## config.mk

```make
export PLATFORM = sky130hd
export DESIGN_NAME = receive
export DESIGN_NICKNAME = d
export VERILOG_FILES = /design/src/rtl/receive.sv
export SDC_FILE = /design/constraint.sdc
export NUM_CORES = 1
export LEC_CHECK = 0
export BUFFER_PORTS_ARGS = -buffer_cell sky130_fd_sc_hd__buf_4
export CAP_MARGIN = 20
export CORE_AREA = 2 2 94 78
export CTS_CLUSTER_DIAMETER = 100
export DETAILED_ROUTE_END_ITERATION = 12
export DIE_AREA = 0 0 96 80
export PLACE_DENSITY = 0.71
export SLEW_MARGIN = 25
export SYNTH_ARGS = -nofsm -noshare
export SYNTH_HDL_FRONTEND = slang
export SYNTH_SLANG_ARGS = --single-unit
```

## constraint.sdc

```tcl
create_clock -name clk -period 2.7 [get_ports clk]
set_input_delay 0.54 -clock clk [delete_from_list [all_inputs] [get_ports clk]]
set_output_delay 0.54 -clock clk [all_outputs]
set_load 0.1 [all_outputs]
```

## src/rtl/receive.sv

```systemverilog
// receive: 8N1 UART receiver with a 4-entry output FIFO and a stb/rdy handshake.
//   clk  - single clock, all logic on the rising edge
//   rst  - asynchronous active-low reset
//   rxd  - asynchronous serial line, idle high
//   rdy  - consumer ready; a byte is popped on an edge where stb and rdy are both 1
//   stb  - FIFO non-empty (a received byte is available)
//   dat  - oldest received byte, valid while stb is 1 (0 otherwise)
module receive #(
    parameter real BAUDRATE  = 9600.0,
    parameter real FREQUENCY = 12e6
) (
    input  logic       clk,
    input  logic       rst,
    input  logic       rxd,
    input  logic       rdy,
    output logic       stb,
    output logic [7:0] dat
);
    localparam int CYCLES = $rtoi(FREQUENCY / BAUDRATE);
    localparam int HALF   = CYCLES / 2;
    localparam int CW     = $clog2(CYCLES + 1);

    typedef enum logic [1:0] {IDLE, START, DATA, STOP} state_t;

    logic [1:0]    sync_q;
    logic          rx_s;
    state_t        state_q;
    logic [CW-1:0] cnt_q;
    logic [2:0]    bit_q;
    logic [7:0]    shift_q;
    logic          err_q;
    logic          push_q;

    logic [7:0]    mem_q [4];
    logic [1:0]    wr_q, rd_q;
    logic [2:0]    fcnt_q, fcnt_d;
    logic          pop, wr_en;

    always_ff @(posedge clk or negedge rst) begin
        if (!rst) sync_q <= 2'b11;
        else      sync_q <= {sync_q[0], rxd};
    end

    assign rx_s = sync_q[1];

    // err_q blocks a new start after a framing error until the line returns high,
    // so a long break is not mistaken for a fresh start bit.
    // push_q is a registered one-cycle request; shift_q stays stable until the next
    // frame's first data sample, so the FIFO captures it on the following edge.
    always_ff @(posedge clk or negedge rst) begin
        if (!rst) begin
            state_q <= IDLE;
            cnt_q   <= '0;
            bit_q   <= '0;
            shift_q <= '0;
            err_q   <= 1'b0;
            push_q  <= 1'b0;
        end else begin
            push_q <= 1'b0;
            case (state_q)
                IDLE: begin
                    if (rx_s) err_q <= 1'b0;
                    if (!rx_s && !err_q) begin
                        state_q <= START;
                        cnt_q   <= '0;
                        bit_q   <= '0;
                    end
                end
                START: begin
                    if (cnt_q == CW'(HALF - 1)) begin
                        cnt_q   <= '0;
                        state_q <= rx_s ? IDLE : DATA;
                    end else begin
                        cnt_q <= cnt_q + CW'(1);
                    end
                end
                DATA: begin
                    if (cnt_q == CW'(CYCLES - 1)) begin
                        cnt_q   <= '0;
                        shift_q <= {rx_s, shift_q[7:1]};
                        bit_q   <= bit_q + 3'd1;
                        if (bit_q == 3'd7) state_q <= STOP;
                    end else begin
                        cnt_q <= cnt_q + CW'(1);
                    end
                end
                STOP: begin
                    if (cnt_q == CW'(CYCLES - 1)) begin
                        cnt_q   <= '0;
                        state_q <= IDLE;
                        push_q  <= rx_s;
                        err_q   <= !rx_s;
                    end else begin
                        cnt_q <= cnt_q + CW'(1);
                    end
                end
                default: state_q <= IDLE;
            endcase
        end
    end

    assign stb   = fcnt_q != 3'd0;
    assign dat   = stb ? mem_q[rd_q] : 8'h00;
    assign pop   = stb && rdy;
    // A full FIFO drops the incoming byte unless a pop frees a slot on the same edge.
    assign wr_en = push_q && (fcnt_q != 3'd4 || pop);

    always_comb begin
        fcnt_d = fcnt_q + {2'b00, wr_en} - {2'b00, pop};
    end

    always_ff @(posedge clk or negedge rst) begin
        if (!rst) begin
            for (int i = 0; i < 4; i++) mem_q[i] <= '0;
            wr_q   <= '0;
            rd_q   <= '0;
            fcnt_q <= '0;
        end else begin
            if (wr_en) mem_q[wr_q] <= shift_q;
            wr_q   <= wr_q + {1'b0, wr_en};
            rd_q   <= rd_q + {1'b0, pop};
            fcnt_q <= fcnt_d;
        end
    end
endmodule

```

==> flow_metrics.env <==
export IMPL_layout_drive_gt1_share=0.3571
export IMPL_clock_insertion_delay_worst_skew_ns=0.34
export IMPL_postSynthCellCount=255
export IMPL_drt_pre_antenna_iters=4
export IMPL_outcome="complete, no violations"
export IMPL_cts_hold_fix_buffers=0
export IMPL_dieArea_sq_um=7680
export IMPL_slew_at_the_pin_closest_to_its_max_slew_limit_ns=0.8300
export IMPL_flow_area_growth_from_synthesis_pct=12.07
export IMPL_finClkSkew_ns=0.006630
export IMPL_setup_repair_after_global_routing_missed_its_margin="false"
export IMPL_mappedNetlistNets=269
export IMPL_grt_overflow=0
export IMPL_setup_tns_ns=0
export IMPL_relSlewSlack=0.4467
export IMPL_floorplan_initialDensity=0.4856
export IMPL_fill_cells=568
export IMPL_reg2regPathDepth=9
export IMPL_achievable_frequency_mhz=427.8
export IMPL_final_critical_period_ns=2.338
export IMPL_endpoints_failing_hold=0
export IMPL_syn_area_sq_um=3264
export IMPL_synth_yosys_seq_area_share=0.5144
export IMPL_vdd_ir_drop_max_mv=0.2854
export IMPL_antenna_found_initial=0
export IMPL_start_point_of_the_critical_path="rd_q[0]"
export IMPL_floorplan_core_area_sq_um=6723
export IMPL_tritoncts_num_buffers=9
export IMPL_grt_pass1_wl_um=10010
export IMPL_detail_route_drc_violations=0
export IMPL_post_route_period_util=0.8659
export IMPL_postCtsSetupBuffers=0
export IMPL_antennaDiodeCount=0
export IMPL_power_density_nw_per_um2=596.0
export IMPL_crit_path_end_kind="primary output"
export IMPL_final_setup_vio_count=0
export IMPL_final_wl_um=5743
export IMPL_synth_ff_latch_count=67
export IMPL_drtIter0Drc=115
export IMPL_yosysUniqueCellTypes=43
export IMPL_nNetsFinal=289
export IMPL_place_gp_congestion=0.7381
export IMPL_grt_start_max_net_pins=68
export IMPL_grt_pass1_vias=1970
export IMPL_dp_hpwl_um=3756
export IMPL_cp_arrival_ns=1.80
export IMPL_synth_area_per_inst_sq_um=12.80
export IMPL_die_height_um=80
export IMPL_crit_fanout=9
export IMPL_maximum_capacitance_violations=0
export IMPL_clock_sinks=67
export IMPL_count_of_cells_resized_by_post_cts_repair=0
export IMPL_finalCoreUtilization=0.5442
export IMPL_tritoncts="done"
export IMPL_cts_htree_levels=3
export IMPL_postRouteAntennaNets=0
export IMPL_worstHoldPathType="primary input to asynchronous set/reset pin"
export IMPL_critical_path_reg2reg_startpoint="fcnt_q[2]"
export IMPL_placementRows=27
export IMPL_cts_root_buf="sky130_fd_sc_hd__clkbuf_8"
export IMPL_die_width_um=96
export IMPL_cellLeakagePower_nw=1.740
export IMPL_via_count=2008
export IMPL_cts_buffer_depth=2
export IMPL_clock_pin_slew_on_the_worst_setup_and_hold_paths_ns=0.07
export IMPL_route_detailed_vias_per_inst=5.471
export IMPL_place_port_buffers=12
export IMPL_startpoint_type="register"
export IMPL_worst_endpoint_required_ns=2.16
export IMPL_critical_path_class="register to primary output"
export IMPL_count_of_final_max_slew_check_failures=0
export IMPL_ports_placed_on_the_boundary=13
export IMPL_ys_warn_count=0
export IMPL_global_route_usage_total=0.1737
export IMPL_post_drt_wl_per_cell_um=15.65
-- cells in the mapped netlist --
| library cell | n | area, sq um |
|---|---|---|
| sky130_fd_sc_hd__mux2_4 | 4 | 60.06 |
| sky130_fd_sc_hd__o31ai_1 | 1 | 7.510 |
| sky130_fd_sc_hd__o221ai_1 | 1 | 8.760 |
| sky130_fd_sc_hd__xnor2_1 | 4 | 35.03 |
| sky130_fd_sc_hd__mux2_2 | 36 | 405.4 |
| sky130_fd_sc_hd__nand3b_2 | 1 | 11.26 |
| sky130_fd_sc_hd__and4b_1 | 1 | 10.01 |
| sky130_fd_sc_hd__o41ai_4 | 1 | 27.53 |
| sky130_fd_sc_hd__and2_1 | 1 | 6.260 |
| sky130_fd_sc_hd__nand4_4 | 1 | 21.27 |
| sky130_fd_sc_hd__nand3_1 | 10 | 50.05 |
| sky130_fd_sc_hd__nor4b_4 | 1 | 23.77 |
| sky130_fd_sc_hd__and4bb_2 | 1 | 12.51 |
| sky130_fd_sc_hd__buf_2 | 1 | 5.000 |
| sky130_fd_sc_hd__inv_1 | 13 | 48.80 |
| sky130_fd_sc_hd__o21ai_0 | 18 | 90.09 |
| sky130_fd_sc_hd__xor2_1 | 2 | 17.52 |
| sky130_fd_sc_hd__a31oi_1 | 1 | 6.260 |
| sky130_fd_sc_hd__o31a_1 | 1 | 8.760 |
| sky130_fd_sc_hd__dfstp_2 | 2 | 52.55 |
| sky130_fd_sc_hd__nor3_1 | 7 | 35.03 |
| sky130_fd_sc_hd__nor3_2 | 1 | 10.01 |
| sky130_fd_sc_hd__nor2b_1 | 12 | 75.07 |
| sky130_fd_sc_hd__o22ai_1 | 2 | 12.51 |
| sky130_fd_sc_hd__clkbuf_1 | 5 | 18.77 |
| sky130_fd_sc_hd__o211ai_1 | 6 | 45.04 |
| sky130_fd_sc_hd__a41oi_2 | 1 | 16.27 |
| sky130_fd_sc_hd__mux4_2 | 8 | 180.2 |
| sky130_fd_sc_hd__a41oi_1 | 1 | 8.760 |
| sky130_fd_sc_hd__nand2b_1 | 1 | 6.260 |
| sky130_fd_sc_hd__nand3_2 | 1 | 10.01 |
| sky130_fd_sc_hd__a21oi_1 | 1 | 5.000 |
| sky130_fd_sc_hd__nand2_1 | 20 | 75.07 |
| sky130_fd_sc_hd__nor2_4 | 1 | 11.26 |
| sky130_fd_sc_hd__buf_6 | 1 | 11.26 |
| sky130_fd_sc_hd__ha_1 | 9 | 112.6 |
| sky130_fd_sc_hd__nor4_1 | 3 | 18.77 |
| sky130_fd_sc_hd__dfrtp_1 | 65 | 1627 |
| sky130_fd_sc_hd__a21boi_0 | 1 | 7.510 |
| sky130_fd_sc_hd__nand3b_4 | 1 | 20.02 |
| sky130_fd_sc_hd__fa_1 | 1 | 20.02 |
| sky130_fd_sc_hd__nor2_1 | 3 | 11.26 |
| sky130_fd_sc_hd__nand4_1 | 3 | 18.77 |
-- path summary, 6_finish.rpt --
path / to / slack, ns
setup / recovery: dat[7] / 0.36
hold / removal: cnt_q[0] / 0.29
setup reg to reg: fcnt_q[2] / 0.50
hold reg to reg: sync_q[1] / 0.36
max in group asynchronous: cnt_q[3] / 1.86
min in group clk: sync_q[0] / 0.30
-- through the flow --
| stage | instances | total power, mW | hold WS, ns | setup slack, ns | area, sq um |
|---|---|---|---|---|---|
| floorplan | 255 | 1.355 | 0.2444 | -0.08182 | 3282 |
| global placement | 351 | 1.464 | 0.3463 | 0.4976 | 3481 |
| detailed placement | 351 | 1.477 | 0.3475 | 0.4271 | 3481 |
| CTS | 367 | 2.218 | 0.2829 | 0.3215 | 3659 |
| global route | 367 | 2.302 | 0.2803 | 0.2666 | 3659 |
| finish | 367 | 2.180 | 0.2924 | 0.3622 | 3659 |
-- power breakdown --
part / switching (mW) / total (mW) / internal [mW]
combinational: 0.194 / 0.323 / 0.129
clock: 0.379 / 0.737 / 0.357
sequential: 0.0723 / 1.12 / 1.05
-- area by class of cell --
cell class	count	area, sq um	area share
Sequential cell	67	1679	0.4590
Multi-Input combinational cell	168	1524	0.4166
Clock buffer	10	137.6	0.03762
Timing Repair Buffer	16	120.1	0.03283
Tap cell	87	108.9	0.02975
Inverter	13	48.80	0.01334
Clock inverter	6	40.04	0.01094
-- routing by layer --
metal / share of wire / up-vias / track usage
met5: 0 / - / 0
met4: 0.015 / 0 / 0.05429
met3: 0.031 / 9 / 0.04910
met2: 0.45 / 33 / 0.2403
met1: 0.50 / 992 / 0.2630
li1: - / 974 / -
-- sequential cells by signal, summed over array words and instances (netlist names), named ones only --
name / cells
wr_q: 2
push_q: 1
cnt_q: 11
fcnt_q: 3
sync_q: 2
state_q: 1
mem_q: 32
bit_q: 3
rd_q: 2
shift_q: 8
err_q: 1
-- kinds of logic after synthesis --
group                    count (synthesis)  synth area share
AND/OR/NAND/NOR                         69            0.1307
adder cells (fa/ha/maj)                 10           0.04063
XOR/XNOR                                 6           0.01610
multiplexers                            48            0.1978
buffers and inverters                   20           0.02568
AO/OA/AOI/OAI                           35           0.07475
flip-flops                              67            0.5144
-- layout by cell type (no fill, tap or decap), types with 2 or more instances in the layout --
cell | Yosys | final
sky130_fd_sc_hd__buf_4 | 0 | 16
sky130_fd_sc_hd__clkbuf_8 | 0 | 10
sky130_fd_sc_hd__clkinv_2 | 0 | 3
sky130_fd_sc_hd__dfrtp_1 | 65 | 65
sky130_fd_sc_hd__dfstp_2 | 2 | 2
sky130_fd_sc_hd__ha_1 | 9 | 9
sky130_fd_sc_hd__inv_1 | 13 | 13
sky130_fd_sc_hd__mux2_2 | 36 | 36
sky130_fd_sc_hd__mux2_4 | 4 | 4
sky130_fd_sc_hd__mux4_2 | 8 | 8
sky130_fd_sc_hd__nand2_1 | 20 | 20
sky130_fd_sc_hd__nand3_1 | 10 | 10
sky130_fd_sc_hd__nand4_1 | 3 | 3
sky130_fd_sc_hd__nor2_1 | 3 | 3
sky130_fd_sc_hd__nor2b_1 | 12 | 5
sky130_fd_sc_hd__nor2b_2 | 0 | 7
sky130_fd_sc_hd__nor3_1 | 7 | 6
sky130_fd_sc_hd__nor3_2 | 1 | 2
sky130_fd_sc_hd__nor4_1 | 3 | 3
sky130_fd_sc_hd__o211ai_1 | 6 | 6
sky130_fd_sc_hd__o21ai_0 | 18 | 18
sky130_fd_sc_hd__o22ai_1 | 2 | 2
sky130_fd_sc_hd__xnor2_1 | 4 | 4
sky130_fd_sc_hd__xor2_1 | 2 | 2
-- worst max-delay path, stage by stage, from the launching register on --
cell                      delay, ns
sky130_fd_sc_hd__dfrtp_1       0.33
sky130_fd_sc_hd__buf_4         0.22
sky130_fd_sc_hd__mux4_2        0.53
sky130_fd_sc_hd__nor2b_1       0.14
sky130_fd_sc_hd__buf_4         0.23
(Power assumes the default switching activity.)
